### src/rtl/tmds_channel_decoder.sv
// TMDS receive lane: word aligner plus 10b->8b symbol decoder.
// Incoming 10-bit words are re-framed at a selectable bit offset. A small FSM
// walks the offset until a run of control tokens lines up, then holds it while
// periodic blanking keeps confirming the alignment.
module tmds_channel_decoder #(
    parameter int LOCK_COUNT     = 8,
    parameter int SEARCH_TIMEOUT = 4096,
    parameter int LOSS_TIMEOUT   = 65536
) (
    input  logic       clk,
    input  logic       reset,
    input  logic [9:0] data_in,
    output logic [7:0] data_out,
    output logic [1:0] ctrl,
    output logic       de,
    output logic       locked,
    output logic [3:0] bit_offset,
    output logic       slip_wrap
);

    localparam int RUN_W  = $clog2(LOCK_COUNT + 1);
    localparam int SRCH_W = $clog2(SEARCH_TIMEOUT);
    localparam int LOSS_W = $clog2(LOSS_TIMEOUT);

    localparam logic [RUN_W-1:0]  RUN_FULL    = RUN_W'(LOCK_COUNT);
    localparam logic [SRCH_W-1:0] SEARCH_LAST = SRCH_W'(SEARCH_TIMEOUT - 1);
    localparam logic [LOSS_W-1:0] LOSS_LAST   = LOSS_W'(LOSS_TIMEOUT - 1);

    localparam logic [1:0] ST_SEARCH = 2'd0;
    localparam logic [1:0] ST_SLIP   = 2'd1;
    localparam logic [1:0] ST_LOCKED = 2'd2;

    // Pipeline and output registers
    logic [9:0]        prev_q, aligned_q, aligned_d;
    logic [7:0]        data_out_q, data_out_d;
    logic [1:0]        ctrl_q, ctrl_d;
    logic              de_q, de_d;

    // Alignment FSM registers
    logic [1:0]        state_q, state_d;
    logic [3:0]        offset_q, offset_d;
    logic              slip_wrap_q, slip_wrap_d;
    logic              slip_cnt_q, slip_cnt_d;
    logic              locked_q, locked_d;
    logic [RUN_W-1:0]  run_q, run_d;
    logic [SRCH_W-1:0] search_q, search_d;
    logic [LOSS_W-1:0] loss_q, loss_d;
    logic              run_clr;

    // Decode intermediates
    logic              is_tok;
    logic [1:0]        tok_ctrl;
    logic [9:0]        q;
    logic [7:0]        dec;
    logic [19:0]       window;

    // Re-frame the two most recent words at the current bit offset
    always_comb begin
        window    = {data_in, prev_q};
        aligned_d = 10'(window >> offset_q);
    end

    // Recognise the four control tokens in the aligned word
    always_comb begin
        is_tok   = 1'b1;
        tok_ctrl = 2'b00;
        case (aligned_q)
            10'b1101010100: tok_ctrl = 2'b00;
            10'b0010101011: tok_ctrl = 2'b01;
            10'b0101010100: tok_ctrl = 2'b10;
            10'b1010101011: tok_ctrl = 2'b11;
            default:        is_tok   = 1'b0;
        endcase
    end

    // Undo the transmitter's optional inversion and XOR/XNOR chaining
    always_comb begin
        q      = aligned_q[9] ? {aligned_q[9:8], ~aligned_q[7:0]} : aligned_q;
        dec    = 8'h00;
        dec[0] = q[0];
        for (int i = 1; i < 8; i++) begin
            dec[i] = q[8] ? (q[i] ^ q[i-1]) : ~(q[i] ^ q[i-1]);
        end
    end

    // Output registers: tokens update ctrl only, data symbols update the byte only
    always_comb begin
        data_out_d = data_out_q;
        ctrl_d     = ctrl_q;
        if (is_tok) begin
            de_d   = 1'b0;
            ctrl_d = tok_ctrl;
        end else begin
            de_d       = 1'b1;
            data_out_d = dec;
        end
    end

    // Alignment FSM: search at an offset, slip on timeout, hold while blanking recurs
    always_comb begin
        state_d     = state_q;
        offset_d    = offset_q;
        slip_cnt_d  = slip_cnt_q;
        slip_wrap_d = 1'b0;
        search_d    = search_q;
        loss_d      = loss_q;
        run_clr     = 1'b0;
        case (state_q)
            ST_SEARCH: begin
                if (run_q == RUN_FULL) begin
                    state_d  = ST_LOCKED;
                    search_d = '0;
                    loss_d   = '0;
                end else if (search_q == SEARCH_LAST) begin
                    state_d    = ST_SLIP;
                    search_d   = '0;
                    slip_cnt_d = 1'b0;
                    run_clr    = 1'b1;
                end else begin
                    search_d = search_q + SRCH_W'(1);
                end
            end
            ST_SLIP: begin
                // Two cycles here let the re-framed word refill before counting resumes
                run_clr = 1'b1;
                if (!slip_cnt_q) begin
                    offset_d    = (offset_q == 4'd9) ? 4'd0 : offset_q + 4'd1;
                    slip_wrap_d = (offset_q == 4'd9);
                    slip_cnt_d  = 1'b1;
                end else begin
                    slip_cnt_d = 1'b0;
                    state_d    = ST_SEARCH;
                    search_d   = '0;
                end
            end
            ST_LOCKED: begin
                if (run_q == RUN_FULL) begin
                    loss_d = '0;
                end else if (loss_q == LOSS_LAST) begin
                    state_d  = ST_SEARCH;
                    loss_d   = '0;
                    search_d = '0;
                    run_clr  = 1'b1;
                end else begin
                    loss_d = loss_q + LOSS_W'(1);
                end
            end
            default: begin
                state_d  = ST_SEARCH;
                search_d = '0;
                loss_d   = '0;
                run_clr  = 1'b1;
            end
        endcase
        locked_d = (state_q == ST_LOCKED);
    end

    // Consecutive-token run counter, saturating at the lock threshold
    always_comb begin
        if (run_clr || !is_tok) begin
            run_d = '0;
        end else if (run_q == RUN_FULL) begin
            run_d = run_q;
        end else begin
            run_d = run_q + RUN_W'(1);
        end
    end

    // All state registers, cleared asynchronously
    always_ff @(posedge clk or negedge reset) begin
        if (!reset) begin
            prev_q      <= '0;
            aligned_q   <= '0;
            data_out_q  <= '0;
            ctrl_q      <= '0;
            de_q        <= 1'b0;
            state_q     <= ST_SEARCH;
            offset_q    <= '0;
            slip_cnt_q  <= 1'b0;
            slip_wrap_q <= 1'b0;
            locked_q    <= 1'b0;
            run_q       <= '0;
            search_q    <= '0;
            loss_q      <= '0;
        end else begin
            prev_q      <= data_in;
            aligned_q   <= aligned_d;
            data_out_q  <= data_out_d;
            ctrl_q      <= ctrl_d;
            de_q        <= de_d;
            state_q     <= state_d;
            offset_q    <= offset_d;
            slip_cnt_q  <= slip_cnt_d;
            slip_wrap_q <= slip_wrap_d;
            locked_q    <= locked_d;
            run_q       <= run_d;
            search_q    <= search_d;
            loss_q      <= loss_d;
        end
    end

    assign data_out   = data_out_q;
    assign ctrl       = ctrl_q;
    assign de         = de_q;
    assign locked     = locked_q;
    assign bit_offset = offset_q;
    assign slip_wrap  = slip_wrap_q;

endmodule

### config.mk
export PLATFORM = sky130hd
export DESIGN_NAME = tmds_channel_decoder
export DESIGN_NICKNAME = d
export VERILOG_FILES = /design/src/rtl/tmds_channel_decoder.sv
export SDC_FILE = /design/constraint.sdc
export NUM_CORES = 1
export LEC_CHECK = 0
export BUFFER_PORTS_ARGS = -buffer_cell sky130_fd_sc_hd__buf_2
export CORE_MARGIN = 2
export CORE_UTILIZATION = 54
export DETAILED_ROUTE_END_ITERATION = 7
export GPL_ROUTABILITY_DRIVEN = 0
export GPL_TIMING_DRIVEN = 0
export PLACE_DENSITY = 0.73
export REMOVE_ABC_BUFFERS = 1
export SLEW_MARGIN = 10
export SYNTH_ARGS = -nofsm -noshare
export SYNTH_HDL_FRONTEND = slang
export SYNTH_SLANG_ARGS = --single-unit
### constraint.sdc
create_clock -name clk -period 2.6 [get_ports clk]
set_clock_uncertainty 0.2 [all_clocks]
set_input_delay 0.26 -clock clk [delete_from_list [all_inputs] [get_ports clk]]
set_output_delay 0.26 -clock clk [all_outputs]
set_load 0.02 [all_outputs]
* Word level (Yosys, flattened, before mapping) *
Cells that the tools add are included.

word-level totals
  bits in registers = 72
  bits of input ports = 12
  word-level logic and storage cells = 104

operators by class
  add/sub/neg operators = 4
  equal/unequal tests = 18
  shift operators = 1
  muxes and demuxes = 41
  bitwise logic cells = 17
  reduce and logical (&&, ||, !) cells = 10

operators with widths
  kind                   count
  $mux 12                5
  $mux 16                3
  $pmux 16 s3            1
  $pmux 12 s3            1
  $eq 10x10->1 const B   2
  $shr 20x4->10          1
  $mux 1                 18
  $add 16x1->16 const B  1
  $eq 16x16->1 const B   1
  $add 12x1->12 const B  1
  $eq 12x12->1 const B   1
  $mux 4                 3
  $pmux 2 s3             2
  $eq 10x8->1 const B    1
  $eq 10x9->1 const B    1
  $mux 2                 5
  $ne 2x2->1 const B     5
  $not 1->1              9
  $add 4x1->4 const B    2
  $eq 4x4->1 const B     2
  $mux 8                 1
  $not 8->8              1
  $xor 1x1->1            7
  $reduce_and 3->1       2
  other kinds (12)       15

* Depth between registers and ports, before layout *
Gate-level depths: netlist of the first run.

  word-level depth = 6
  depth in mapped cells = 9

* Worst setup path after synthesis of the first run *
No wires, ideal clock.

  path type = register to register
  from = register offset_q[0] (netlist: bit_offset[0])
  to = register aligned_q[4]
  library setup time = 0.138 ns
  arrival = 1.870 ns
  path slack = 0.391 ns
  cell stages (with the launch flop) = 6
  path buffers = 2
  cells stage by stage = dfrtp_1 -> buf_2 -> buf_2 -> mux2_2 -> o21a_1 -> mux4_2

between the ends
  word-level cells in the longest chain between the ends = 1

RTL lines
  what                      RTL line  RTL
  start: declaration        41        logic [3:0] offset_q, offset_d;
  start signal: assignment  192       offset_q <= offset_d;
  $shr 20x4->10             60        aligned_d = 10'(window >> offset_q);
  net aligned_d[4]          34        logic [9:0] prev_q, aligned_q, aligned_d;
  end signal: assignment    187       aligned_q <= aligned_d;
  end: declaration          34

The timed path passes the listed nets, and every way through them passes these cells.
A chain may end at the register's enable or synchronous reset.

* Final worst setup path of the first run *
  from = register offset_q[1] (netlist: bit_offset[1])
  to = register aligned_q[5]

Same word-level chain as after synthesis.

==> results of run 1 <==
synthesized netlist by cell type (2+ instances only):
library cell | n | area share, %
dfrtp_1 | 72 | 45
nand2_1 | 31 | 2.9
a21oi_1 | 28 | 3.5
o21ai_0 | 28 | 3.5
nor2_1 | 24 | 2.2
inv_1 | 21 | 2.0
nand3_1 | 21 | 2.6
a31oi_1 | 15 | 2.3
mux2i_1 | 13 | 3.2
ha_1 | 12 | 3.7
clkbuf_1 | 11 | 1.0
nor3_1 | 11 | 1.4
and3_1 | 10 | 1.6
a211oi_1 | 9 | 1.7
buf_2 | 9 | 1.1
xnor2_1 | 9 | 2.0
mux2_2 | 8 | 2.2
mux4_2 | 8 | 4.5
nand4_1 | 7 | 1.1
xor2_1 | 7 | 1.5
nor2b_1 | 5 | 0.78
or3_1 | 5 | 0.78
a211o_1 | 4 | 0.87
o22ai_1 | 4 | 0.62
a21o_1 | 3 | 0.56
a41oi_1 | 3 | 0.65
nand2b_1 | 3 | 0.47
a21oi_2 | 2 | 0.43
a22o_1 | 2 | 0.43
and2_1 | 2 | 0.31
buf_1 | 2 | 0.19
or2_2 | 2 | 0.31
logic make-up after synthesis:
logic type / after synthesis
buffers and inverters: 44
muxes: 29
DFF: 72
AOI/OAI and AO/OA: 105
adders and majority gates: 12
and+or+nand+nor: 132
xor gates and xnor gates: 16
path summary, 6_finish.rpt:
kind	start	to	slack, ns
max in group asynchronous	reset	bit_offset[0]$_DFFE_PN0P_	1.45
min	reset	loss_q[12]$_DFFE_PN0P_	0.17
min reg2reg	data_out[1]$_DFFE_PN0P_	data_out[1]$_DFFE_PN0P_	0.28
max	bit_offset[1]$_DFFE_PN0P_	aligned_q[5]$_DFF_PN0_	0.19
min in group clk	data_out[1]$_DFFE_PN0P_	data_out[1]$_DFFE_PN0P_	0.28
max reg2reg	bit_offset[1]$_DFFE_PN0P_	aligned_q[5]$_DFF_PN0_	0.19
what timing repair did:
| item | CTS | global route |
|---|---|---|
| hold endpoints to repair | 42 | 0 |
| gates resized for setup | 0 | 3 |
| setup buffers | 0 | 1 |
| hold buffers | 11 | 0 |
| setup endpoints to repair | 0 | 24 |
critical path, stage by stage, from the launching register on:
cell and delay (ns):
dfrtp_1 0.88, inv_1 0.42, nor2_1 0.19, a21oi_1 0.09
mux4_2 0.51
report_power, final:
part | switching (uW) | internal [uW] | total, uW
logic | 109 | 85.5 | 194
clock network | 456 | 552 | 1010
registers | 25.8 | 1160 | 1180
total | 590 | 1790 | 2380
sequential cells by signal (all words and copies together), names as in the netlist:
register and flops:
bit_offset 4, run_q 4, de 1, prev_q 10, locked 1, slip_wrap 1
aligned_q 10, state_q 2, loss_q 16, data_out 8, slip_cnt_q 1, ctrl 2
search_q 12
metrics by stage:
step | util (%) | setup TNS, ns | hold slack [ns]
after CTS | 62.8 | 0 | 0.187
after global placement | 57.9 | 0 | 0.191
after floorplan | - | 0 | -0.236
final | 63.0 | 0 | 0.173
after detailed placement | 58.2 | 0 | 0.0250
after global routing | 63.0 | -0.0227 | 0.219
final cells by class:
type	count	area, sq um
fillers	604	2680
multi-input cells	294	2060
flip-flops and latches	72	1800
repair buffers	41	280
clock buffers	9	124
well taps	99	124
clock inverters	7	100
inverters	22	82.6
per-layer routing:
metal	vias to the layer above	track usage (%)	wire length [um]
met1	1517	29.9	3740
met4	0	10.6	165
met3	16	3.51	330
li1	1548	-	-
met5	-	0	0
met2	75	31.7	3750
==> key figures, run 1 <==
STA
  – Post-layout min period: 2.41 ns
  – Period utilisation layout: 92.8%
  – Max-slew violation count: 0
  – Worst rel slew slack: 45.0%
  – Slew at the pin closest to its max-slew limit: 0.824 ns
  – Unrepaired setup endpoints after global routing: yes
  – Final setup fails: 0
  – Endpoints failing hold: 0
  – Fin worst setup slack: 0.186 ns
  – Fmax: roughly 0.41 GHz

Die
  – Die X: 90.4 um
  – IO Count: 29
  – Starting Density: 55.6%
  – Die Ht: 90.4 um
  – Die ar.: 0.00817 sq mm
  – Core area: between 0.007 and 0.008 sq mm
  – Standard-cell rows: 31

Routing
  – Detailed Routing Iterations Pass 1: 4
  – DRT iter0 DRCs: 145
  – Avg WL per Cell: 14.7 um
  – Routed Wire Length: 7.99 mm
  – Routed vias/inst: 5.80
  – DRC Markers: 0
  – Via count: 3156
  – Post-route ant nets: 0

Synthesis
  – Post-synth top flop: dfrtp_1
  – Post-synthesis cell type count: 51
  – Synthesized area per cell: between 9 and 10 sq um
  – Synth Warn #: 0
  – Adder-Cell Fraction of Synth Area: 3.73%
  – Largest family of logic cells by synthesized area: simple AND/OR/NAND/NOR gates
  – Synthesized instance count: just over 400
  – Number of synthesized flops with an enable pin: 0
  – Synthesized flop and latch total: 72
  – Compound-Gate Fraction of Synth Area: between 10% and 20%
  – Ys async rst share: 100%
  – Synth Area in XOR/XNOR: 3.48%
  – Mux share of post-synthesis cell area: 9.93%
  – Simple-gate share of the synthesized area: 17.3%
  – Mapped Area: 0.00403 sq mm
  – Sequential element share of the synthesized area: between 40% and 50%

Power
  – Pwr dens: roughly 520 mW/mm^2
  – Leak: 0.00204 uW
  – Overall Power: 2380 uW
  – Max IR drop VDD: 0.304 mV

Critical path
  – Crit path max fanout: 26
  – CP required: roughly 2.6 ns
  – Critical path startpoint category: flip-flop
  – Crit end category: flip-flop
  – Crit Path Class: reg2reg
  – WP data arrival: 2.44 ns
  – Reg2reg path depth: 4

Placement
  – Placed cell areas: 0.00422 sq mm
  – Pre-CTS setup slack: 0.0294 ns
  – DP HPWL: 5.54 mm
  – Post-placement cell count: 516
  – PortBufs: 28

Clocking
  – Htree depth: 3
  – Root buffer cell: clkbuf_8
  – Clock Tree Buf Depth: 2
  – Clk sinks: 72
  – CTS tree: built
  – CTS Buf Count: 9
  – Clock Latency Late Sink: 0.35 ns
  – Clk slew on worst S/H paths: 0.09 ns

Final layout
  – Layout cells sized above 1: 17.1%
  – # nets final: 464
  – Commonest cells after routing, fill and taps aside: dfrtp_1 (71), nand2_1 (31), a21oi_1 (28), o21ai_0 (28), buf_2 (27)
  – Syn-to-layout area delta: 13.4%
  – Final Cell Area: 0.00457 sq mm
  – Diode count: 0
  – Commonest non-fill, non-tap cell in the layout: dfrtp_1
  – Final non-filler cell total: 544

Job
  – Max Cap Viol: 0

Global route
  – Initial antenna violation count: 0
  – First-pass GRT wire length: 14.0 mm
  – All-layer global routing usage: 21.1%
  – Overflow after GRT: 0
  – Number of global-route vias before repair: around 3000
  – Pin count of the biggest net entering global routing: 41

Status
  – Status: finished, final reports clean

Min path
  – Worst hold path class: in2async
Power figures use the tool's default switching activity.
==> run 2: changes to the inputs <==
GPL_TIMING_DRIVEN = unset   (was 0)
PLACE_DENSITY = unset   (was 0.73)
PLACE_DENSITY_LB_ADDON = 0.05   (was unset)
==> run 2 against run 1 <==
Register-to-register slack improved by 0.14 ns; clock-buffer cell count increased by 1; sequential cell count unchanged; total power increased by 0.12%; utilization increased by 0.41 points; via count decreased by 1.1%; cell count increased by 1.1%; critical path depth increased by 2; sequential share of layout area decreased by 0.28 points; combinational power about the same; final area increased by 0.66%; largest power group unchanged.
==> key figures, run 2 (same netlist as run 1, synthesis figures left out) <==
Critical path
  – R2R Setup Slk: 0.32 ns (+0.14 ns)
  – Max stage delay on crit path: 0.40 ns (-0.48 ns)
  – CP required: 2.64 ns (+0.02 ns)
  – Crit path from: loss_q[0]$_DFFE_PN0P_
  – Critical path startpoint category: flip-flop
  – Worst setup path end: search_q[11]$_DFFE_PN0P_
  – WP data arrival: 2.31 ns (-0.13 ns)
  – RR Startpoint: loss_q[0]$_DFFE_PN0P_
  – Crit Path Class: reg2reg
  – Slowest-stage cell, CP: dfrtp_1
  – Crit end category: flip-flop
  – Reg2reg path depth: 6 (+2)
  – Critical-path cell list: ha_1, nand3_2, nor4_4, a21oi_2, or2_0, a211o_1
  – Reg-to-reg endpoint: search_q[11]$_DFFE_PN0P_
  – Crit path max fanout: 8 (-69%)

STA
  – Fmax: 0.439 GHz (+6.0%)
  – Final setup fails: 0 (unchanged)
  – Fin Hold WS: 0.277 ns (+0.105 ns)
  – Worst rel slew slack: 42.4% (-2.6 points)
  – Post-layout min period: 2.28 ns (-0.138 ns)
  – Total Negative Setup Slacks: 0 ns (unchanged)
  – Max-slew violation count: 0 (unchanged)
  – Slew at the pin closest to its max-slew limit: 0.864 ns (+0.0397 ns)
  – Unrepaired setup endpoints after global routing: no
  – Endpoints failing hold: 0 (unchanged)
  – Period utilisation layout: 87.6% (-5.3 points)

Die
  – Die Ht: 90.4 um (unchanged)
  – Starting Density: 55.6% (unchanged)
  – Core area: 0.00725 sq mm (unchanged)
  – Die X: 90.4 um (unchanged)
  – IO Count: 29 (unchanged)
  – Die ar.: 0.00817 sq mm (unchanged)
  – Standard-cell rows: 31 (unchanged)

Power
  – Power Internal: 1810 uW (+0.90%)
  – Seq pwr share: 49.5% (about the same)
  – Combinational share of power: 8.0% (-0.2 points)
  – Sw frac: 24.2% (-0.59 points)
  – Pwr dens: 519 mW/mm^2 (-0.53%)
  – Clock share of power: 42.5% (+0.2 points)
  – P_sw: 577 uW (-2.2%)
  – Max IR drop VDD: 0.278 mV (-8.7%)
  – Leak: 0.00208 uW (+1.5%)

Global route
  – Layer with the highest usage: met1
  – Overflow after GRT: 0 (unchanged)
  – First-pass GRT wire length: 13.8 mm (-1.3%)
  – Number of global-route vias before repair: 2897 (-3.4%)
  – Pin count of the biggest net entering global routing: 73 (+78%)
  – All-layer global routing usage: 20.7% (-0.41 points)
  – Met1 usage: 30.9% (+1.0 points)
  – Met2 Usage GRT: 30.8% (-0.94 points)
  – Initial antenna violation count: 0 (unchanged)
  – M3 GR Usage: 2.50% (-1.0 points)

Routing
  – DRT iter0 DRCs: 164 (+13%)
  – Detailed Routing Iterations Pass 1: 4 (unchanged)
  – Post-route ant nets: 0 (unchanged)
  – DRC Markers: 0 (unchanged)
  – Via count: 3120 (-1.1%)
  – Routed vias/inst: 5.67 (-2.2%)
  – Avg WL per Cell: 14.5 um (-1.0%)
  – Routed Wire Length: 7.99 mm (about the same)

Clocking
  – Post-cts sizing count: 0 (unchanged)
  – Htree depth: 3 (unchanged)
  – Clock Latency Late Sink: 0.35 ns (about the same)
  – Clk sinks: 72 (unchanged)
  – Post-CTS setup buffers: 0 (unchanged)
  – CTS tree: built
  – CTS Buf Count: 9 (unchanged)
  – Clock Tree Buf Depth: 2 (unchanged)
  – Clk slew on worst S/H paths: 0.08 ns (about the same)
  – Root buffer cell: clkbuf_8

Placement
  – PortBufs: 28 (unchanged)
  – DP HPWL: 5.55 mm (+0.13%)

Final layout
  – Diode count: 0 (unchanged)
  – Largest regs: loss_q (16), search_q (12)
  – Max reg flops: 16 (unchanged)
  – Layout cells sized above 1: 17.7% (+0.66 points)
  – Register with the most flip-flops: loss_q
  – Commonest non-fill, non-tap cell in the layout: dfrtp_1
  – Syn-to-layout area delta: 14.2%
  – # nets final: 470 (+1.3%)
  – Commonest cells after routing, fill and taps aside: dfrtp_1 (72), nand2_1 (31), a21oi_1 (28), o21ai_0 (28), buf_2 (27)

Job
  – Max Cap Viol: 0 (unchanged)

Min path
  – Worst hold path class: reg2reg
  – HP Start: data_out[7]$_DFFE_PN0P_

Status
  – Status: finished, final reports clean
==> run 2: what timing repair did <==
item                                    4_1_cts  5_1_grt
endpoints found under the setup margin        0        0
hold buffers                                 11        0
hold endpoints to repair                     82        0
==> run 2: routing by layer <==
layer  wire [um]  up-vias
li1            -     1563
met1        4010     1489
met2        3560       58
met3         331       10
met4          91        0
met5           0        -
==> run 2: worst min path at each step <==
stage                                    to  slack (ns)  cells after the start
finish              data_out[7]$_DFFE_PN0P_        0.28                      2
global route         loss_q[14]$_DFFE_PN0P_        0.31                      1
CTS                     ctrl[0]$_DFFE_PN0N_        0.28                      2
detailed placement      prev_q[5]$_DFF_PN0_        0.20                      1
global placement        prev_q[4]$_DFF_PN0_        0.19                      1
floorplan            aligned_q[0]$_DFF_PN0_       -0.24                      0
==> run 2: layout make-up <==
| class | count | area, sq um |
|---|---|---|
| Inverter | 22 | 82.6 |
| Clock buffer | 10 | 138 |
| Multi-Input combinational cell | 294 | 2050 |
| Tap cell | 99 | 124 |
| Timing Repair Buffer | 47 | 313 |
| Sequential cell | 72 | 1800 |
| Clock inverter | 6 | 91.3 |
| Fill cell | 631 | 2650 |
==> run 2: critical path: cells and delay by family, from the launching register on <==
family / cells / cell delay [ns]
adder cells (fa/ha/maj): 1 / 0.21
AO/OA/AOI/OAI: 2 / 0.45
AND/OR/NAND/NOR: 3 / 0.89
flip-flops: 1 / 0.40
==> run 2: per-stage QoR <==
| step | worst slack [ns] | utilization, % | total power, uW | cell area, sq um | instances |
|---|---|---|---|---|---|
| 2_1_floorplan | 0.218 | - | 1310 | 3940 | 388 |
| 3_3_place_gp | 0.376 | 58.8 | 1380 | 4260 | 523 |
| 3_5_place_dp | 0.344 | 58.8 | 1380 | 4260 | 523 |
| 4_1_cts | 0.312 | 63.4 | 2410 | 4600 | 550 |
| 5_1_grt | 0.149 | 63.4 | 2480 | 4600 | 550 |
| 6_report | 0.323 | 63.4 | 2390 | 4600 | 550 |
==> run 2: power groups by stage <==
stage | logic [uW] | registers (uW) | clock network, uW
floorplan | 77.1 | 1230 | 0
global placement | 178 | 1200 | 0
detailed placement | 179 | 1210 | 0
CTS | 193 | 1180 | 1030
global route | 213 | 1190 | 1080
finish | 191 | 1180 | 1020
